<file path="src/rtl/easyaxi_ar_arb_if.sv">
// AR-channel bundle for the round-robin arbiter: MST_NUM upstream request
// ports on one side, a single downstream AR port plus grant/busy on the other.
interface easyaxi_ar_arb_if #(
    parameter int MST_NUM = 4,
    parameter int ID_W    = 4,
    parameter int ADDR_W  = 32,
    parameter int GNT_W   = $clog2(MST_NUM)
) ();

    logic                      enable;
    logic [MST_NUM-1:0]        s_arvalid;
    logic [MST_NUM-1:0]        s_arready;
    logic [MST_NUM*ID_W-1:0]   s_arid;
    logic [MST_NUM*ADDR_W-1:0] s_araddr;
    logic                      m_arvalid;
    logic                      m_arready;
    logic [ID_W-1:0]           m_arid;
    logic [ADDR_W-1:0]         m_araddr;
    logic [GNT_W-1:0]          m_grant;
    logic                      busy;

    // The arbiter itself
    modport slave (
        input  enable, s_arvalid, s_arid, s_araddr, m_arready,
        output s_arready, m_arvalid, m_arid, m_araddr, m_grant, busy
    );

    // Whatever surrounds the arbiter: upstream masters plus downstream slave
    modport master (
        output enable, s_arvalid, s_arid, s_araddr, m_arready,
        input  s_arready, m_arvalid, m_arid, m_araddr, m_grant, busy
    );

endinterface

</file>
<file path="src/rtl/easyaxi_ar_arb.sv">
// Round-robin AR-channel arbiter: MST_NUM masters share one downstream AR port
// through a single registered output stage that supports 1 request per cycle.
module easyaxi_ar_arb #(
    parameter int MST_NUM = 4,
    parameter int ID_W    = 4,
    parameter int ADDR_W  = 32,
    parameter int GNT_W   = $clog2(MST_NUM)
) (
    input  logic               clk,
    input  logic               rst_n,
    easyaxi_ar_arb_if.slave    bus
);

    typedef enum logic {
        EMPTY = 1'b0,
        FULL  = 1'b1
    } state_e;

    state_e              state_q, state_d;
    logic [GNT_W-1:0]    ptr_q, ptr_d;
    logic [GNT_W-1:0]    grant_q, grant_d;
    logic [ID_W-1:0]     id_q, id_d;
    logic [ADDR_W-1:0]   addr_q, addr_d;

    logic [GNT_W-1:0]    winner;
    logic                winner_found;
    logic                can_accept;
    logic                accept;

    // Search upward from ptr_q with wrap; MST_NUM need not be a power of two,
    // so the wrap is an explicit subtract rather than a truncation.
    always_comb begin
        int idx;
        // NOTE: every always_comb output gets a default first so no path can infer a latch.
        winner       = '0;
        winner_found = 1'b0;
        idx          = 0;
        for (int k = 0; k < MST_NUM; k++) begin
            idx = int'(ptr_q) + k;
            if (idx >= MST_NUM) begin
                idx = idx - MST_NUM;
            end
            if (!winner_found && bus.s_arvalid[idx]) begin
                winner_found = 1'b1;
                winner       = GNT_W'(idx);
            end
        end
    end

    // Gating with rst_n keeps every ready low while reset is asserted.
    assign can_accept = rst_n & bus.enable & ((state_q == EMPTY) | bus.m_arready);
    assign accept     = can_accept & winner_found;

    always_comb begin
        bus.s_arready = '0;
        if (accept) begin
            bus.s_arready[winner] = 1'b1;
        end
    end

    always_comb begin
        state_d = state_q;
        ptr_d   = ptr_q;
        grant_d = grant_q;
        id_d    = id_q;
        addr_d  = addr_q;
        if (accept) begin
            state_d = FULL;
            grant_d = winner;
            id_d    = bus.s_arid[int'(winner)*ID_W +: ID_W];
            addr_d  = bus.s_araddr[int'(winner)*ADDR_W +: ADDR_W];
            ptr_d   = (winner == GNT_W'(MST_NUM - 1)) ? '0 : winner + 1'b1;
        end else if ((state_q == FULL) && bus.m_arready) begin
            // Payload registers keep their last values once drained.
            state_d = EMPTY;
        end
    end

    always_ff @(posedge clk or negedge rst_n) begin
        if (!rst_n) begin
            state_q <= EMPTY;
            ptr_q   <= '0;
            grant_q <= '0;
            id_q    <= '0;
            addr_q  <= '0;
        end else begin
            // NOTE: sequential state uses non-blocking assignment so every flop samples pre-edge values.
            state_q <= state_d;
            ptr_q   <= ptr_d;
            grant_q <= grant_d;
            id_q    <= id_d;
            addr_q  <= addr_d;
        end
    end

    assign bus.m_arvalid = (state_q == FULL);
    assign bus.busy      = (state_q == FULL);
    assign bus.m_arid    = id_q;
    assign bus.m_araddr  = addr_q;
    assign bus.m_grant   = grant_q;

endmodule

</file>
<file path="src/flat_wrapper.sv">
// flat-port wrapper written by rule: the top's interface ports become plain ports
module easyaxi_ar_arb_flat 
#(
    parameter int MST_NUM = 4,
    parameter int ID_W    = 4,
    parameter int ADDR_W  = 32,
    parameter int GNT_W   = $clog2(MST_NUM)
)
  (clk, rst_n, bus_enable, bus_s_arvalid, bus_s_arid, bus_s_araddr, bus_m_arready, bus_s_arready, bus_m_arvalid, bus_m_arid, bus_m_araddr, bus_m_grant, bus_busy);
  easyaxi_ar_arb_if #(.MST_NUM(MST_NUM), .ID_W(ID_W), .ADDR_W(ADDR_W), .GNT_W(GNT_W)) bus_i ();
  input  logic clk;
  input  logic rst_n;
  input wire logic [$bits(bus_i.enable)-1:0] bus_enable;
  input wire logic [$bits(bus_i.s_arvalid)-1:0] bus_s_arvalid;
  input wire logic [$bits(bus_i.s_arid)-1:0] bus_s_arid;
  input wire logic [$bits(bus_i.s_araddr)-1:0] bus_s_araddr;
  input wire logic [$bits(bus_i.m_arready)-1:0] bus_m_arready;
  output wire logic [$bits(bus_i.s_arready)-1:0] bus_s_arready;
  output wire logic [$bits(bus_i.m_arvalid)-1:0] bus_m_arvalid;
  output wire logic [$bits(bus_i.m_arid)-1:0] bus_m_arid;
  output wire logic [$bits(bus_i.m_araddr)-1:0] bus_m_araddr;
  output wire logic [$bits(bus_i.m_grant)-1:0] bus_m_grant;
  output wire logic [$bits(bus_i.busy)-1:0] bus_busy;
  assign bus_i.enable = bus_enable;
  assign bus_i.s_arvalid = bus_s_arvalid;
  assign bus_i.s_arid = bus_s_arid;
  assign bus_i.s_araddr = bus_s_araddr;
  assign bus_i.m_arready = bus_m_arready;
  assign bus_s_arready = bus_i.s_arready;
  assign bus_m_arvalid = bus_i.m_arvalid;
  assign bus_m_arid = bus_i.m_arid;
  assign bus_m_araddr = bus_i.m_araddr;
  assign bus_m_grant = bus_i.m_grant;
  assign bus_busy = bus_i.busy;
  easyaxi_ar_arb #(.MST_NUM(MST_NUM), .ID_W(ID_W), .ADDR_W(ADDR_W), .GNT_W(GNT_W)) u_core (.clk(clk), .rst_n(rst_n), .bus(bus_i));
endmodule
</file>
<file path="config.mk">
export PLATFORM = sky130hd
export DESIGN_NAME = easyaxi_ar_arb_flat
export DESIGN_NICKNAME = d
export VERILOG_FILES = /design/src/rtl/easyaxi_ar_arb_if.sv /design/src/rtl/easyaxi_ar_arb.sv /design/src/flat_wrapper.sv
export SDC_FILE = /design/constraint.sdc
export NUM_CORES = 1
export LEC_CHECK = 0
export CELL_PAD_IN_SITES_DETAIL_PLACEMENT = 0
export CELL_PAD_IN_SITES_GLOBAL_PLACEMENT = 1
export CORE_MARGIN = 4
export CORE_UTILIZATION = 24
export CTS_BUF_LIST = sky130_fd_sc_hd__clkbuf_4 sky130_fd_sc_hd__clkbuf_8
export DETAILED_ROUTE_END_ITERATION = 12
export PLACE_DENSITY_LB_ADDON = 0.1
export SYNTH_ARGS = -nofsm -noshare
export SYNTH_HDL_FRONTEND = slang
export SYNTH_SLANG_ARGS = --single-unit
</file>
<file path="constraint.sdc">
create_clock -name clk -period 2.4 [get_ports clk]
set_clock_uncertainty 0.15 [all_clocks]
set_input_delay 0.36 -clock clk [delete_from_list [all_inputs] [get_ports clk]]
set_output_delay 0.36 -clock clk [all_outputs]
set_load 0.01 [all_outputs]
</file>
==> results.yml, run 1 <==
run_status:
  outcome: "complete, no violations"
critical_path:
  start_kind: "primary input"
  r2r_slack_ns: 0.13
  reg2reg_from: "u_core.ptr_q[1]"
  crit_buf_inv: 4
  cp_slowest_stage_delay_ns: 0.43
  reg2reg_to: "u_core.bus.m_araddr[15]"
  cp.arrival_ns: 1.84
  criticalPathCategory: "in2out"
  cpLargestDelayFamily: "buffers and inverters"
  required_ns: 1.89
  path_cells: "clkdlybuf4s50_1 > buf_4 > buf_4 > a221oi_4 > nor2_4 > and3_1 > buf_2"
  path_common_cell: "buf_4"
  slowest_stage: "clkdlybuf4s50_1"
  worstRegToRegCells: 8
  endpoint_kind: "output pin"
  worstPathMaxFanout: 4
logic_synthesis:
  ys_types: 39
  ys_seq_area_share_pct: 37.00
  ys_seq_elements: 41
  synthArstFlopShare_pct: 100.0
  netlist_area_sq_mm: 0.002773
  syn_nets: 482
  synth_flop_cell: "dfrtp_1"
  yosys-top-cells-area: "dfrtp_1, a221oi_1, a21o_1"
  syn_avg_cell_area_sq_um: 8.402
  ys_warn_count: 0
  synth_top_area_share_pct: 37.00
  synth_edf_count: 0
  synth_area_leader_cell: "dfrtp_1"
  syn_inst: 330
place:
  post-place-ws_ns: -0.4517
  place.gp.congestion: 0.7634
  dpl.hpwl_mm: 9.465
  io_buffers: 195
  place_area_sq_mm: 0.005066
grt:
  grt_usage_pct: 18.44
  grt_overflow: 0
  grt_pass1_wl_mm: 19.21
  grt_max_degree: 40
  grt_antenna_before_repair: 0
  grt_pass1_vias: 3651
detailed_routing:
  first_pass_iters: 4
  detail-route-antenna-nets: 0
  routed_wl_mm: 12.47
  first_iter_violations: 149
  drcViolationCount: 0
  wl_per_cell_microns: 18.47
  avgViaCountPerCell: 5.022
  num_vias: 3390
floorplan:
  rows: 38
  coreArea_sq_mm: 0.01108
  dieArea_sq_mm: 0.01334
  dieWidth_microns: 115.5
  ioPinCount: 196
  fp.dieH_microns: 115.5
  start_util_pct: 25.03
final_layout:
  drive_gt1_share_pct: 12.15
  fill_cells: 1170
  final_common_cell: "clkdlybuf4s50_1"
  design_area_sq_mm: 0.005216
  antenna_cells: 0
  nets: 687
  final_util_pct: 47.09
  final_cell_mix: "clkdlybuf4s50_1, dfrtp_1, nor2_1, a21oi_1, nand3_1"
  syn2layout_area_growth_pct: 88.13
sta:
  worst_pin_slew_ns: 0.5678
  slew_headroom_pct: 62.15
  max_freq_mhz: 425.6
  period_minus_slack_ns: 2.350
  period_share_pct: 97.91
  setup_tns_ns: 0
  finalSetupViolCount: 0
  rsz0062_at_grt: "yes"
  setup_slack_ns: 0.05028
  slew_violations: 0
  hold_violations: 0
run:
  drv_cap: 0
cts:
  cts-buffers-inserted: 5
  ctsRootBufferMaster: "clkbuf_8"
  cts.path.max_buffers: 2
  cts_htree_levels: 2
  clock_sinks: 41
  clk_latency_ns: 0.29
  cts_tree: "yes"
  clk_pin_slew_worst_paths_ns: 0.08
power:
  power_per_cell_area_mw_per_mm2: 639.6
  ir_worst_vdd_mv: 0.2541
  power_leakage_uw: 0.002103
worst_hold_path:
  hold_path_class: "in2async"
-- synth_stat cells, drive strengths merged, types with 2 or more instances --
cell type  instances
a21boi             2
a21bo              6
dfrtp             41
clkbuf            11
nand2b             2
o21ai             36
mux2i              6
nand2             13
buf               20
nor2b              3
o221ai             4
inv                3
a21oi             37
nand3             35
a221oi            34
nor2              37
a21o              28
-- report_power, final --
| part | internal [uW] | switching [uW] | total (uW) |
|---|---|---|---|
| clock | 240 | 253 | 493 |
| sequential | 887 | 117 | 1000 |
| combinational | 994 | 845 | 1840 |
-- metrics by stage --
stage	std cells	hold WS (ns)	power (uW)
2_1_floorplan	330	-0.08559	1825
3_3_place_gp	665	0.04676	2819
3_5_place_dp	665	0.04951	2831
4_1_cts	675	0.1097	3372
5_1_grt	675	0.1413	3590
6_report	675	0.09339	3337
-- layout make-up --
class,instances,area [sq um],area share [%]
flip-flops and latches,41,1026,19.67
multi-input cells,255,1658,31.78
clock buffers,7,90.09,1.727
inverters,3,11.26,0.2159
repair buffers,229,2256,43.25
well taps,140,175.2,3.358
-- logic make-up (layout without fill, tap and decap cells) --
| group | count (synthesis) | after routing | share of synthesized area, % |
|---|---|---|---|
| AOI/OAI and AO/OA | 151 | 151 | 37.64 |
| muxes | 7 | 7 | 2.572 |
| and+or+nand+nor | 97 | 97 | 16.92 |
| buffers and inverters | 34 | 239 | 5.867 |
| DFF | 41 | 41 | 37.00 |
-- worst max path at each step --
stage | start | end | cells after the start
2_1_floorplan | u_core.ptr_q[1] | bus_s_arready[2] | 6
3_3_place_gp | bus_s_arvalid[0] | bus_s_arready[2] | 6
3_5_place_dp | bus_s_arvalid[0] | bus_s_arready[2] | 6
4_1_cts | bus_s_arvalid[3] | bus_s_arready[0] | 6
5_1_grt | bus_s_arvalid[2] | bus_s_arready[2] | 7
6_report | bus_s_arvalid[2] | bus_s_arready[2] | 7
-- metal layers --
layer	wire length, microns	up-vias	GRT usage (%)
met1	5459	1590	23.51
met2	5767	147	31.44
li1	-	1651	-
met3	1202	2	5.849
met5	0	-	0
met4	38	0	2.582
-- timing repair --
item	CTS	global route
pin swaps	4	2
endpoints found under the setup margin	10	8
hold buffers	1	0
resized for setup	22	10
endpoints found under the hold margin	2	0
buffers inserted	2	0
-- state kept, by name (all words and copies together) (netlist names) --
name	count
u_core.bus.m_araddr	32
u_core.bus.m_arid	4
u_core.bus.m_grant	2
u_core.ptr_q	2
u_core.bus.busy	1
No activity file was read; power rests on OpenSTA's default activity.
==> run 2: changes to the inputs <==
--- a/config.mk
+++ b/config.mk
@@ -7,11 +7,12 @@
 export LEC_CHECK = 0
 export CELL_PAD_IN_SITES_DETAIL_PLACEMENT = 0
 export CELL_PAD_IN_SITES_GLOBAL_PLACEMENT = 1
-export CORE_MARGIN = 4
+export CORE_MARGIN = 2
 export CORE_UTILIZATION = 24
 export CTS_BUF_LIST = sky130_fd_sc_hd__clkbuf_4 sky130_fd_sc_hd__clkbuf_8
 export DETAILED_ROUTE_END_ITERATION = 12
 export PLACE_DENSITY_LB_ADDON = 0.1
+export SLEW_MARGIN = 0
 export SYNTH_ARGS = -nofsm -noshare
 export SYNTH_HDL_FRONTEND = slang
 export SYNTH_SLANG_ARGS = --single-unit
==> results.yml, run 2 (same netlist as run 1, synthesis figures left out) <==
run_status:
  outcome: "complete, no violations"
cts:
  cts-buffers-inserted: 5
  clk_latency_ns: 0.29
  ctsHoldBuffers: 0
  clk_pin_slew_worst_paths_ns: 0.09
  cts_htree_levels: 2
  cts_tree: "yes"
  clock_sinks: 41
  cts.path.max_buffers: 2
  ctsRootBufferMaster: "clkbuf_8"
critical_path:
  criticalPathCategory: "in2out"
  endpoint_kind: "output pin"
  r2r_slack_ns: 0.15
  start_kind: "primary input"
  required_ns: 1.89
  cp.arrival_ns: 1.84
  worstPathMaxFanout: 3
detailed_routing:
  first_iter_violations: 146
  first_pass_iters: 7
  drcViolationCount: 0
  detail-route-antenna-nets: 0
  avgViaCountPerCell: 4.944
  routed_wl_mm: 12.48
  num_vias: 3367
  wl_per_cell_microns: 18.33
sta:
  setup_tns_ns: 0
  slew_headroom_pct: 61.47
  slew_violations: 0
  period_minus_slack_ns: 2.347
  setup_slack_ns: 0.05321
  rsz0062_at_grt: "no"
  period_share_pct: 97.78
  max_freq_mhz: 426.1
  worst_pin_slew_ns: 0.5779
  finalSetupViolCount: 0
  hold_violations: 0
power:
  power_switching_uw: 1233
  swShare_pct: 37.09
  power_frac_seq_pct: 30.2
  ir_worst_vdd_mv: 0.2930
  power_per_cell_area_mw_per_mm2: 637.8
  p_clk_share_pct: 14.4
  combPwrFrac_pct: 55.3
  internal_power_uw: 2091
  power_leakage_uw: 0.002096
grt:
  grt_overflow: 0
  grt_pass1_wl_mm: 19.62
  grt_max_degree: 42
  grt_pass1_vias: 3586
  grt_usage_pct: 19.78
  grt_antenna_before_repair: 0
floorplan:
  dieArea_sq_mm: 0.01243
  ioPinCount: 196
  fp.dieH_microns: 111.5
  start_util_pct: 24.39
  rows: 39
  coreArea_sq_mm: 0.01137
  dieWidth_microns: 111.5
final_layout:
  antenna_cells: 0
  drive_gt1_share_pct: 11.90
  final_common_cell: "clkdlybuf4s50_1"
  largest_register_ffs: 32
  nets: 689
  syn2layout_area_growth_pct: 87.95
  final_cell_mix: "clkdlybuf4s50_1, dfrtp_1, nor2_1"
place:
  place.gp.congestion: 0.7598
  dpl.hpwl_mm: 9.143
  io_buffers: 195
  post-place-ws_ns: -0.3952
run:
  drv_cap: 0
worst_hold_path:
  hold_path_class: "in2async"
run 2: cell count changes in the layout (fill, tap and decap cells not counted), moves of 2 or more:
| cell | delta |
|---|---|
| buf_4 | +6 |
| buf_6 | -3 |
| clkdlybuf4s15_1 | +2 |
| clkinv_2 | +2 |
| clkbuf_2 | -2 |
run 2: worst max-delay path, cell delays in order:
cell and delay, ns:
clkdlybuf4s50_1 0.43, or4_4 0.52, nand4_1 0.12, buf_4 0.13
a31oi_1 0.04, clkdlybuf4s15_1 0.24
run 2: path summary, 6_finish.rpt:
check / from / endpoint / cells after the start
min in group clk: u_core.bus.m_grant[1] / u_core.bus.m_grant[1] / 2
max reg2reg: u_core.ptr_q[0] / u_core.bus.m_araddr[0] / 7
max: bus_s_arvalid[3] / bus_s_arready[0] / 6
min reg2reg: u_core.bus.m_grant[1] / u_core.bus.m_grant[1] / 2
max in group asynchronous: rst_n / u_core.ptr_q[1] / 2
min: rst_n / u_core.bus.m_araddr[2] / 2
run 2: layer usage:
metal / up-vias / GRT usage (%) / part of all wire (%)
li1: 1659 / - / -
met3: 6 / 6.913 / 9.0
met4: 0 / 2.963 / 0.58
met2: 145 / 33.25 / 47
met1: 1557 / 25.19 / 44
met5: - / 0 / 0
run 2: repair_timing:
item                       4_1_cts  5_1_grt
buffers inserted                 1        2
setup endpoints to repair        4        4
pin swaps                        2        0
gates resized for setup         16        3
run 2: power groups by stage:
| stage | sequential [uW] | combinational (uW) | clock (uW) |
|---|---|---|---|
| after floorplan | 1100 | 730 | 0 |
| after global placement | 1010 | 1830 | 0 |
| after detailed placement | 1010 | 1850 | 0 |
| after CTS | 1010 | 1860 | 501 |
| after global routing | 1030 | 2020 | 524 |
| final | 1010 | 1840 | 479 |
run 2: final cells by class:
type | instances | area, sq um
clock buffers | 6 | 76.32
clock inverters | 2 | 10.01
fillers | 1172 | 6158
inverters | 3 | 11.26
multi-input cells | 255 | 1635
flip-flops and latches | 41 | 1027
well taps | 143 | 178.9
repair buffers | 231 | 2272
run 2: through the flow:
| stage | total power [uW] | hold slack, ns | instance area (sq um) | std cells | util, % |
|---|---|---|---|---|---|
| after floorplan | 1825 | -0.08559 | 2773 | 330 | - |
| after global placement | 2843 | 0.3194 | 5097 | 670 | 44.83 |
| after detailed placement | 2861 | 0.3123 | 5097 | 670 | 44.83 |
| after CTS | 3364 | 0.1554 | 5200 | 679 | 45.74 |
| after global routing | 3573 | 0.1725 | 5211 | 681 | 45.83 |
| final | 3324 | 0.1091 | 5211 | 681 | 45.83 |
